[config.mk]
export PLATFORM = sky130hd
export DESIGN_NAME = cpu_seq_ctrl
export DESIGN_NICKNAME = d
export VERILOG_FILES = /design/src/rtl/cpu_seq_ctrl.sv
export SDC_FILE = /design/constraint.sdc
export NUM_CORES = 1
export LEC_CHECK = 0
export BUFFER_PORTS_ARGS = -buffer_cell sky130_fd_sc_hd__buf_2
export CORE_MARGIN = 4
export CORE_UTILIZATION = 47
export CTS_CLUSTER_DIAMETER = 200
export DETAILED_ROUTE_END_ITERATION = 8
export PLACE_DENSITY = 0.74
export SLEW_MARGIN = 20
export SYNTH_ARGS = -nofsm -noshare
export SYNTH_HDL_FRONTEND = slang
export SYNTH_SLANG_ARGS = --single-unit
[constraint.sdc]
create_clock -name CLK -period 1.4 [get_ports CLK]
set_clock_uncertainty 0.1 [all_clocks]
set_input_delay 0.14 -clock CLK [delete_from_list [all_inputs] [get_ports CLK]]
set_output_delay 0.14 -clock CLK [all_outputs]
set_load 0.01 [all_outputs]
[src/rtl/cpu_seq_ctrl.sv]
// Multi-cycle FETCH/DECODE/EXEC/MEM/WB sequencer for the 9-bit CPU core.
// Opcode class constants live in cpu_defs_pkg, shared with the rest of the core.
package cpu_defs_pkg;
    localparam logic [2:0] kLDM = 3'd4;
    localparam logic [2:0] kSTR = 3'd5;
    localparam logic [2:0] kBNE = 3'd6;
endpackage

module cpu_seq_ctrl
    import cpu_defs_pkg::*;
#(
    parameter int CNT_W       = 16,
    parameter int MEM_TIMEOUT = 15
) (
    input  logic             CLK,
    input  logic             Reset_n,
    input  logic             start,
    input  logic             halt_req,
    input  logic [2:0]       op,
    input  logic             zero,
    input  logic             mem_ack,
    output logic             pc_en,
    output logic             branch_sel,
    output logic             ir_we,
    output logic             rf_we,
    output logic             mem_req,
    output logic             mem_we,
    output logic             busy,
    output logic             done,
    output logic             err,
    output logic [CNT_W-1:0] retired
);
    localparam int TW = $clog2(MEM_TIMEOUT + 1);
    localparam logic [TW-1:0] T_LAST = TW'(MEM_TIMEOUT - 1);

    typedef enum logic [2:0] {
        S_IDLE,
        S_FETCH,
        S_DECODE,
        S_EXEC,
        S_MEM,
        S_WB,
        S_HALT
    } state_t;

    state_t state, state_nx;

    logic             cls_ld;
    logic             cls_st;
    logic             cls_br;
    logic             br_taken;
    logic             halt_pend;
    logic             err_q;
    logic [TW-1:0]    tcnt;
    logic [CNT_W-1:0] ret_q;
    logic             mem_last;

    // Last wait cycle before the memory handshake is declared dead
    assign mem_last = (tcnt == T_LAST);
    assign busy     = (state != S_IDLE) && (state != S_HALT);
    assign err      = err_q;
    assign retired  = ret_q;

    // State register
    always_ff @(posedge CLK or negedge Reset_n) begin
        if (!Reset_n) state <= S_IDLE;
        else          state <= state_nx;
    end

    // Next-state and Moore enables decoded from state and latched class
    always_comb begin
        state_nx   = state;
        pc_en      = 1'b0;
        branch_sel = 1'b0;
        ir_we      = 1'b0;
        rf_we      = 1'b0;
        mem_req    = 1'b0;
        mem_we     = 1'b0;
        done       = 1'b0;
        unique case (state)
            S_IDLE: begin
                if (start) state_nx = S_FETCH;
            end
            S_FETCH: begin
                ir_we    = 1'b1;
                state_nx = S_DECODE;
            end
            S_DECODE: begin
                state_nx = S_EXEC;
            end
            S_EXEC: begin
                state_nx = (cls_ld || cls_st) ? S_MEM : S_WB;
            end
            S_MEM: begin
                mem_req = 1'b1;
                mem_we  = cls_st;
                if (mem_ack)       state_nx = S_WB;
                else if (mem_last) state_nx = S_HALT;
            end
            S_WB: begin
                pc_en      = 1'b1;
                branch_sel = br_taken;
                rf_we      = !(cls_br || cls_st);
                state_nx   = (halt_req || halt_pend) ? S_HALT : S_FETCH;
            end
            S_HALT: begin
                done = !err_q;
            end
            default: state_nx = S_IDLE;
        endcase
    end

    // Opcode class, branch decision, timeout, error, retire count, halt latch
    always_ff @(posedge CLK or negedge Reset_n) begin
        if (!Reset_n) begin
            cls_ld    <= 1'b0;
            cls_st    <= 1'b0;
            cls_br    <= 1'b0;
            br_taken  <= 1'b0;
            halt_pend <= 1'b0;
            err_q     <= 1'b0;
            tcnt      <= '0;
            ret_q     <= '0;
        end else begin
            if (state == S_DECODE) begin
                cls_ld <= (op == kLDM);
                cls_st <= (op == kSTR);
                cls_br <= (op == kBNE);
            end
            if (state == S_EXEC) begin
                br_taken <= cls_br && !zero;
                tcnt     <= '0;
            end
            if (state == S_MEM && !mem_ack) begin
                tcnt <= tcnt + TW'(1);
                if (mem_last) err_q <= 1'b1;
            end
            if (state == S_WB) ret_q <= ret_q + CNT_W'(1);
            if (busy && halt_req) halt_pend <= 1'b1;
        end
    end

endmodule

# Yosys cells after proc, flatten, opt, wreduce, memory -nomap -nowiden
# Cells that the tools add are included.
classes:
  add_sub_neg: 2
  n_eq_ne: 13
  muxes: 15
  bitwise_logic: 1
  n_reduce_logical: 16
op_table:
  columns: ["op", "count"]
  rows:
  - ["case mux 3 bit (7 select lines)", 1]
  - ["equality test 3 bit (second input constant)", 6]
  - ["adder 16 x 1 -> 16 bit (second input constant)", 1]
  - ["two-way mux 3 bit", 4]
  - ["two-way mux 1 bit", 8]
  - ["two-way mux 4 bit", 2]
  - ["equality test 3 x 2 -> 1 bit (second input constant)", 2]
  - ["inequality test 3 bit (second input constant)", 2]
  - ["adder 4 x 1 -> 4 bit (second input constant)", 1]
  - ["equality test 4 bit (second input constant)", 1]
  - ["logical AND 1 bit", 4]
  - ["logical NOT 1 bit", 4]
  - ["equality test 3 x 1 -> 1 bit (second input constant)", 1]
  - ["logical NOT 3 bit", 1]
  - ["logical OR 1 bit", 3]
  - ["AND reduction 3 bit", 1]
  - ["nonzero test 3 bit", 1]
  - ["inequality test 2 bit (second input constant)", 1]
  - ["AND reduction 2 bit", 1]
  - ["nonzero test 2 bit", 1]
  - ["inverter 1 bit", 1]
word_totals:
  reg_bits: 29

# Logic depth before layout (Yosys ltp)
depth:
  ltp_word: 4
  ltp_mapped: 6
  mapped_depth_nobuf: 6

# Worst setup path before layout
# No wires, ideal clock.
synth_path:
  path_kind: "register to register"
  from: "register state[2]"
  to: "register halt_pend"
  setup_ns: 0.118
  arrival_time_ns: 1.244
  setup_slack_ns: -0.062
  stages_incl_launch_ff: 4
  n_path_buf: 0
  period_less_slack_ns: 1.462
  path_cell_list: "dfrtp_1 > and2b_1 > or3_1 > a21o_1"
synth_between:
  elab_chain_cells: 3
  word_cells_on_any_way: 4
synth_lines:
  columns: ["item", "line", "text"]
  rows:
  - ["start: declaration", "46", "state_t state, state_nx;"]
  - ["start signal: assignment", "67", "else state <= state_nx;"]
  - ["inequality test 3 bit or nonzero test 3 bit (tied branches)", "60", "assign busy = (state != S_IDLE) && (state != S_HALT);"]
  - ["logical AND 1 bit (*)", "60", null]
  - ["net busy", "28", "output logic busy,"]
  - ["logical AND 1 bit (*)", "139", "if (busy && halt_req) halt_pend <= 1'b1;"]
  - ["end signal: assignment", "120", "halt_pend <= 1'b0;"]
  - ["end signal: assignment", "139", null]
  - ["end: declaration", "52", "logic halt_pend;"]
# The timed path passes the listed nets; every way through them passes the cells marked *.
# A chain may end at the register's enable or synchronous reset.

# Final worst setup path
layout_path:
  from: "register state[2]"
  to: "output port busy"
layout_between:
  elab_chain_cells: 2
  word_cells_on_any_way: 3
layout_lines:
  columns: ["item", "line"]
  rows:
  - ["inequality test 3 bit or nonzero test 3 bit (tied branches)", "60"]
  - ["logical AND 1 bit (*)", "60"]
  - ["end: declaration", "28"]
# Every way passes the cells marked *; elsewhere a longest branch is shown, timed or not.

==> results.json <==
{
  "status": "complete, but fails checks",
  "violations": "setup timing",
  "peakVddDrop_uv": 1264,
  "cts_made_buffers": 5,
  "cts-htree-levels": 2,
  "grt_max_degree": 30,
  "cp.required_ps": 1160,
  "cp_slowest_cell": "dfrtp_2",
  "grt_overflow_total": 0,
  "wl_um": 4678,
  "pwr_density_cell_nw_per_um2": 1731,
  "p_int_uw": 2411,
  "layout-drive-gt1-share_pct": 55.36,
  "power_switching_uw": 1646,
  "yosys_warnings": 0,
  "fp.dieW_um": 63.48,
  "cp_data_arrival_time_ps": 1550,
  "avgRoutedWirePerCell_um": 18.35,
  "finalHoldViolCount": 0,
  "clkLatencyLatePin_ps": 350,
  "synth-edff-count": 0,
  "combPwrFrac_pct": 56.8,
  "grtUsageTotal_pct": 21.21,
  "tightest_slew_ps": 667.6,
  "ant_nets": 0,
  "num_io_pins": 34,
  "syn_area_per_cell_um2": 10.41,
  "dp_slack_ps": -75.66,
  "coreArea_um2": 2853,
  "setup_viol": 30,
  "via_per_inst": 5.706,
  "firstDrtPassIters": 4,
  "grt_pass1_vias": 1410,
  "clk_pin_slew_ps": 110,
  "critPathBufInv": 1,
  "period_minus_slack_ps": 1792,
  "async_flop_share_pct": 100.0,
  "slew_violations": 0,
  "clkSinkCount": 29,
  "yosysMostFrequentCell": "dfrtp_1",
  "holdWs_ps": 23.00,
  "synth_top_area_share_pct": 50.17,
  "slew_headroom_pct": 55.49,
  "crit_type": "flop to output port",
  "floorplan.die_area_um2": 4029,
  "drtIter0Drc": 49,
  "dpl.hpwl_um": 2505,
  "routabilityCongestion": 0.8285,
  "syn_area_um2": 1446,
  "leakage_uw": 0.001214,
  "drc_errors": 0,
  "path_delay_family": "simple AND/OR/NAND/NOR gates",
  "vias": 1455,
  "ys_seq_elements": 29,
  "fmax_ghz": 0.5579,
  "worstSetupStartpointType": "flop",
  "slowest_delay_ps": 450,
  "synth_area_leaders": "dfrtp_1 (50%), xnor2_1 (4.8%), xor2_1 (4.2%)",
  "nNetsFinal": 235,
  "synth.net_count": 151,
  "layout_worst_path_cycle_share_pct": 128.0,
  "hp-class": "input pin to flop",
  "rows": 19,
  "pwr-share-seq_pct": 30.3,
  "drv_cap": 0,
  "crit_path_max_fanout": 4,
  "path_cells": "and2b_2 -> or3_4 -> buf_6",
  "pwr-share-clk_pct": 12.9,
  "grt_antenna_before_repair": 0,
  "initial_core_util_pct": 50.70,
  "clockBufferDepth": 2,
  "netlist_instances": 139,
  "root_buffer": "clkbuf_4",
  "synth-main-ff-cell": "dfrtp_1",
  "grt_pass1_wl_um": 6486,
  "cp-end-kind": "output port",
  "io_buffers": 33,
  "switching_share_pct": 40.57,
  "setup_slack_ps": -392.3,
  "antenna_cells": 0,
  "yosys.area.top_type": "dfrtp_1",
  "synth_common_cells": "dfrtp_1 (29), nand2_1 (15), nor2_1 (11)",
  "cts_tree": "built",
  "synth_cell_types": 39,
  "area_growth_pct": 62.11,
  "die_h_um": 63.48,
  "yosysSeqAreaShare_pct": 50.17,
  "rsz0062_at_grt": "true"
}
cell families after synthesis:
family                   Yosys count  synth area share [%]
AO/OA/AOI/OAI                     23                 11.25
multiplexers                       2                 1.471
buffers and inverters              7                 1.989
flip-flops                        29                 50.17
XOR/XNOR                          15                 9.083
AND/OR/NAND/NOR                   60                 23.44
adder cells (fa/ha/maj)            3                 2.595
worst paths after layout:
path / startpoint / end / slack (ps) / cells past startpoint
worst max-delay path: state[2] / busy / -390 / 3
worst min-delay path: start / state[0] / 20 / 3
worst max register to register: state[1] / retired[10] / -350 / 6
worst min register to register: retired[15] / retired[15] / 370 / 1
max in group asynchronous: Reset_n / tcnt[1] / 470 / 2
min in group asynchronous: Reset_n / state[2] / 260 / 2
layout by cell type, fill, tap and decap left out, types with 3 or more instances in the layout:
cell type	instances
a21oi_1	6
and3_1	3
buf_2	29
buf_4	27
buf_6	17
clkbuf_4	5
dfrtp_1	26
dfrtp_2	3
dlygate4sd3_1	6
inv_1	3
nand2_1	13
nand3_1	5
nor2_1	6
nor2_4	3
nor3_4	4
o21ai_0	4
xnor2_1	8
xor2_1	5
worst reg2reg max path, delay by kind of cell, from the launching register on:
kind                      cells  cell delay, ps
buffers and inverters         2             260
DFF                           1             430
xor gates and xnor gates      1             140
and+or+nand+nor               3             740
stage by stage:
step | std cells | setup TNS, ps | total power (uW) | utilization (%) | area, um^2
6_report | 255 | -7014 | 4058 | 82.19 | 2345
3_5_place_dp | 223 | -546.5 | 2625 | 63.64 | 1815
4_1_cts | 243 | -2654 | 3376 | 72.28 | 2062
2_1_floorplan | 139 | -39.52 | 2010 | - | 1453
5_1_grt | 255 | -9062 | 4307 | 82.19 | 2345
3_3_place_gp | 223 | -1.474 | 2559 | 63.64 | 1815
flip-flops by register name, summed over array words and instances (netlist names):
| name | cells |
|---|---|
| cls_ld | 1 |
| cls_br | 1 |
| tcnt | 4 |
| halt_pend | 1 |
| retired | 16 |
| br_taken | 1 |
| err | 1 |
| cls_st | 1 |
| state | 3 |
layer usage:
layer / GRT usage, % / up-vias / wire length, um
met1: 24.52 / 707 / 1760
met2: 35.59 / 66 / 2443
met5: 0 / - / 0
met3: 4.973 / 19 / 271
met4: 12.40 / 0 / 203
li1: - / 663 / -
repair_timing:
action / in CTS / in global routing
setup buffers: 6 / 12
hold buffers: 6 / 0
pin swaps: 11 / 13
setup endpoints to repair: 26 / 33
gates resized for setup: 19 / 45
hold endpoints to repair: 34 / 0
power groups by stage:
| stage | clock, uW | sequential [uW] | combinational, uW |
|---|---|---|---|
| CTS | 514 | 1190 | 1670 |
| global route | 595 | 1250 | 2460 |
| finish | 524 | 1230 | 2310 |
| floorplan | 0 | 1250 | 762 |
| detailed placement | 0 | 1230 | 1390 |
| global placement | 0 | 1220 | 1340 |
layout make-up:
class                      instances  area [um^2]
clock buffer                       6        41.29
clock inverter                     2        10.01
fill                             160        508.0
inverter                           4        15.01
multi-input combinational        103        895.9
sequential                        29        729.5
tap                               31        38.79
timing repair buffer              80        614.3
Note: power is estimated with default switching activity, not from simulation.
